**src/rtl/lsu_unit_pkg.sv**
```systemverilog
// Shared definitions for the load/store unit: funct3 codes, FSM encoding, alignment check.
package lsu_unit_pkg;

  localparam logic [2:0] F3_B  = 3'b000;
  localparam logic [2:0] F3_H  = 3'b001;
  localparam logic [2:0] F3_W  = 3'b010;
  localparam logic [2:0] F3_BU = 3'b100;
  localparam logic [2:0] F3_HU = 3'b101;

  typedef enum logic [1:0] {
    LSU_IDLE = 2'd0,
    LSU_REQ  = 2'd1,
    LSU_DONE = 2'd2
  } lsu_state_t;

  // Illegal width codes are folded into the alignment fault.
  function automatic logic access_fault(input logic [2:0] f3, input logic [1:0] alo);
    case (f3)
      F3_B, F3_BU: return 1'b0;
      F3_H, F3_HU: return alo[0];
      F3_W:        return alo != 2'b00;
      default:     return 1'b1;
    endcase
  endfunction

endpackage

```
**src/rtl/lsu_unit_load_extend.sv**
```systemverilog
// Selects the addressed byte/half lane of a read word and sign- or zero-extends it.
// Purely combinational; no backpressure.
module load_extend
  import lsu_unit_pkg::*;
(
  input  logic [31:0] rdata,
  input  logic [2:0]  funct3,
  input  logic [1:0]  addr_lo,
  output logic [31:0] ext_data
);

  logic [7:0]  lane_b;
  logic [15:0] lane_h;

  always_comb begin
    lane_b = rdata[{addr_lo, 3'b000} +: 8];
    lane_h = addr_lo[1] ? rdata[31:16] : rdata[15:0];
    case (funct3)
      F3_B:    ext_data = {{24{lane_b[7]}}, lane_b};
      F3_H:    ext_data = {{16{lane_h[15]}}, lane_h};
      F3_BU:   ext_data = {24'd0, lane_b};
      F3_HU:   ext_data = {16'd0, lane_h};
      default: ext_data = rdata;
    endcase
  end

endmodule

```
**src/rtl/lsu_unit.sv**
```systemverilog
// Load/store unit: one access at a time, done 1 cycle after mem_ack (misaligned: 1 cycle after accept).
// Stalls the core while busy; mem_req and all mem_* outputs held stable until mem_ack.
module lsu_unit
  import lsu_unit_pkg::*;
#(
  parameter int DLEN = 32
) (
  input  logic            clk,
  input  logic            rst_n,
  input  logic            valid,
  input  logic            is_store,
  input  logic [2:0]      funct3,
  input  logic [DLEN-1:0] addr,
  input  logic [DLEN-1:0] wdata,
  output logic            mem_req,
  output logic            mem_we,
  output logic [DLEN-1:0] mem_addr,
  output logic [3:0]      mem_be,
  output logic [DLEN-1:0] mem_wdata,
  input  logic            mem_ack,
  input  logic [DLEN-1:0] mem_rdata,
  output logic [DLEN-1:0] ld_data,
  output logic            done,
  output logic            stall,
  output logic            misaligned
);

  lsu_state_t      state, state_nxt;
  logic            st_q;
  logic [2:0]      f3_q;
  logic [1:0]      alo_q;
  logic            mis_q;
  logic            fault;
  logic            accept;
  logic            take_ack;
  logic [3:0]      be_nxt;
  logic [DLEN-1:0] wdata_nxt;
  logic [DLEN-1:0] ext_data;

  always_comb begin
    fault = access_fault(funct3, addr[1:0]);
    case (funct3[1:0])
      2'b00: begin
        be_nxt    = 4'b0001 << addr[1:0];
        wdata_nxt = {4{wdata[7:0]}};
      end
      2'b01: begin
        be_nxt    = 4'b0011 << addr[1:0];
        wdata_nxt = {2{wdata[15:0]}};
      end
      default: begin
        be_nxt    = 4'b1111;
        wdata_nxt = wdata;
      end
    endcase
  end

  assign accept   = (state == LSU_IDLE) && valid;
  assign take_ack = (state == LSU_REQ) && mem_ack;

  always_comb begin
    state_nxt = state;
    case (state)
      LSU_IDLE: if (valid) state_nxt = fault ? LSU_DONE : LSU_REQ;
      LSU_REQ:  if (mem_ack) state_nxt = LSU_DONE;
      LSU_DONE: state_nxt = LSU_IDLE;
      default:  state_nxt = LSU_IDLE;
    endcase
  end

  always_ff @(posedge clk) begin
    if (!rst_n) begin
      state     <= LSU_IDLE;
      st_q      <= 1'b0;
      f3_q      <= 3'd0;
      alo_q     <= 2'd0;
      mis_q     <= 1'b0;
      mem_req   <= 1'b0;
      mem_we    <= 1'b0;
      mem_addr  <= '0;
      mem_be    <= 4'd0;
      mem_wdata <= '0;
      ld_data   <= '0;
    end else begin
      state <= state_nxt;
      if (accept) begin
        st_q      <= is_store;
        f3_q      <= funct3;
        alo_q     <= addr[1:0];
        mis_q     <= fault;
        mem_addr  <= {addr[DLEN-1:2], 2'b00};
        mem_be    <= be_nxt;
        mem_wdata <= wdata_nxt;
        mem_req   <= !fault;
        mem_we    <= is_store && !fault;
        if (fault) ld_data <= '0;
      end
      if (take_ack) begin
        mem_req <= 1'b0;
        mem_we  <= 1'b0;
        ld_data <= st_q ? '0 : ext_data;
      end
    end
  end

  load_extend u_load_extend (
    .rdata    (mem_rdata),
    .funct3   (f3_q),
    .addr_lo  (alo_q),
    .ext_data (ext_data)
  );

  assign done       = (state == LSU_DONE);
  assign misaligned = done && mis_q;
  assign stall      = valid && (state != LSU_DONE);

endmodule

```
**config.mk**
```make
export PLATFORM = sky130hd
export DESIGN_NAME = lsu_unit
export DESIGN_NICKNAME = d
export VERILOG_FILES = /design/src/rtl/lsu_unit_pkg.sv /design/src/rtl/lsu_unit_load_extend.sv /design/src/rtl/lsu_unit.sv
export SDC_FILE = /design/constraint.sdc
export NUM_CORES = 1
export LEC_CHECK = 0
export BUFFER_PORTS_ARGS = -buffer_cell sky130_fd_sc_hd__buf_4
export CAP_MARGIN = 0
export CORE_MARGIN = 2
export CORE_UTILIZATION = 51
export DETAILED_ROUTE_END_ITERATION = 6
export GPL_ROUTABILITY_DRIVEN = 0
export PLACE_DENSITY = 0.86
export SLEW_MARGIN = 40
export SYNTH_ARGS = -nofsm -noshare
export SYNTH_HDL_FRONTEND = slang
export SYNTH_SLANG_ARGS = --single-unit
```
**constraint.sdc**
```tcl
create_clock -name clk -period 3.5 [get_ports clk]
set_input_delay 0.525 -clock clk [delete_from_list [all_inputs] [get_ports clk]]
set_output_delay 0.525 -clock clk [all_outputs]
set_load 0.03 [all_outputs]
```
==> results.toml <==
[drt]
drt_iter0_drc = 301
postRouteAntennaNets = 0
drc = 0
vias = 4837
wl_per_cell_um = 16.16
routed_wl_mm = 13.75
vias_per_cell = 5.684
firstDrtPassIters = 6

[pwr]
leakagePower_nw = 2.908
ir_worst_vdd_mv = 0.3309
power_density_nw_per_um2 = 442.7

[sta]
finalCriticalPeriod_ns = 2.397
relSlewSlack = 0.4938
hold_viol_final = 0
maxSlewViolCount = 0
worstMarginPinSlew_ns = 0.7593
fmax_ghz = 0.4172
setup_viol = 0
rsz0062_at_grt = "false"
fin_worst_skew_ns = 0.01775
finalCritPeriodShare = 0.6848
setup-tns-final_ns = 0

[clock_tree]
cts-hold-fix-buffers = 0
cts-htree-levels = 3
cts_sinks = 109
cts.clk_slew.worst_paths_ns = 0.12
numCtsBuffers = 9
clk_path_buf_depth = 2
insertion_delay_ns = 0.37
clock-root-buffer = "clkbuf_8"
cts-resized-gates = 0
cts_setup_buffers = 0
cts_tree = "done"

[critical_path]
crit_type = "flop to flop"
critPathCaptureType = "flop"
cp_max_fo = 17
arrival_ns = 2.71
critical_path_required_ns = 3.81
startpoint_type = "flop"

[finish]
multi_input_area_um2 = 2248
layout.cells.non_filler = 851
drive_above_1_share = 0.3163
final_cell_area_um2 = 6384
n_fill_cell = 686
fin_nets = 842
antenna_cells = 0
syn2layout_area_growth_pct = 37.26
ff_latch_area_um2 = 2182

[floorplan]
start_util = 0.5307
dieArea_um2 = 9899
ioPinCount = 209
die_y_um = 99.50
design.core.area_um2 = 8763
die_w_um = 99.50
rows = 34

[placement]
dpl.cell_count = 835
hpwl_mm = 10.12
portBuffers = 206
placed_area_um2 = 6172

[synthesis]
synthArstFlopShare = 0
syn_inst = 562
syn_area_um2 = 4651
synth_flop_cell = "dfxtp_1"
yosysWarnings = 0
ys_types = 45
synth-edff-count = 0
yosys_register_bits = 109
avgSynthCellArea_um2 = 8.275
seq_area_frac_synth = 0.4692

[hold_path]
hp-class = "input pin to flop"

[grt]
grtUsageTotal = 0.2696
grt_pass1_wl_mm = 21.59
grt_start_max_net_pins = 76
grt-ovfl-total = 0
antenna_found_initial = 0
grt_pass1_vias = 4626

[job]
cap_violations = 0

[run_status]
run_status = "finished, final reports clean"
## power by group
group	total (mW)	internal, mW	switching, mW
clock	0.812	0.349	0.463
combinational	0.640	0.256	0.384
sequential	1.37	1.32	0.0577
## placed cells by master (no fill, tap or decap), drive strengths merged, types with 3 or more instances in the layout
cell type / count
buf: 210
nand2: 132
dfxtp: 109
a21oi: 66
nor2: 38
o21ai: 34
mux2i: 17
a221o: 16
a211oi: 10
inv: 10
a22o: 9
clkbuf: 9
o211ai: 8
a311oi: 8
a21o: 7
and3b: 7
a211o: 7
nor3: 7
nor2b: 5
clkinv: 4
a31oi: 3
## registers in the layout, summed over array words and instances (netlist names)
name,cells
st_q,1
mem_addr,30
state,2
mem_be,4
alo_q,2
f3_q,3
mis_q,1
mem_we,1
mem_wdata,32
ld_data,32
mem_req,1
## worst paths after layout
path / to / from / slack, ns / depth (start not counted)
max: ld_data[23] / alo_q[1] / 1.10 / 4
min: ld_data[19] / mem_rdata[19] / 0.38 / 2
max reg2reg: ld_data[23] / alo_q[1] / 1.10 / 4
min reg2reg: mem_wdata[2] / mem_wdata[2] / 0.46 / 2
## per-stage QoR
| stage | total power [mW] | util | worst slack, ns | hold WS, ns |
|---|---|---|---|---|
| after CTS | 2.829 | 0.7284 | 1.168 | 0.3687 |
| after global placement | 2.018 | 0.7043 | 1.176 | 0.4423 |
| after global routing | 2.940 | 0.7284 | 0.8833 | 0.3661 |
| final | 2.826 | 0.7284 | 1.103 | 0.3802 |
| after floorplan | 1.769 | - | 1.630 | 0.4317 |
| after detailed placement | 2.038 | 0.7043 | 1.138 | 0.4485 |
## cells in the mapped netlist (8+ instances only)
cell      number  area share
o211ai_1       8       0.013
a221o_1       16       0.034
nor2_1        38       0.031
a22o_1         9       0.017
a311oi_1       8       0.015
buf_2          8      0.0086
a211oi_1       9       0.015
mux2i_1       17       0.037
nand2_1      132        0.11
dfxtp_1      109        0.47
a21oi_1       66       0.071
clkbuf_1      32       0.026
o21ai_0       34       0.037
## cells by family after synthesis
family | after synthesis | share of synthesized area
compound gates | 178 | 0.2548
other cells | 1 | 0.0008063
simple gates | 201 | 0.1832
flops | 109 | 0.4692
mux | 19 | 0.04143
buf+inv | 54 | 0.05058
## final cells by class
type / instances / share of cell area
clock inverters: 7 / 0.01372
repair buffers: 210 / 0.2470
flip-flops and latches: 109 / 0.3418
inverters: 8 / 0.004704
well taps: 108 / 0.02117
clock buffers: 9 / 0.01940
multi-input cells: 400 / 0.3522
## routing by layer
| layer | up-vias | GRT usage | share of wire |
|---|---|---|---|
| met5 | - | 0 | 0 |
| met3 | 43 | 0.07590 | 0.099 |
| met4 | 0 | 0.1391 | 0.042 |
| li1 | 2316 | - | - |
| met1 | 2226 | 0.3198 | 0.38 |
| met2 | 252 | 0.4459 | 0.47 |
## worst max-delay path, stage by stage (launching register included)
cell and delay [ns]:
dfxtp_1 0.70, clkinv_1 0.54, nor3_1 0.30, o2111a_1 0.61
a221o_1 0.21
Note: power is estimated with default switching activity, not from simulation.
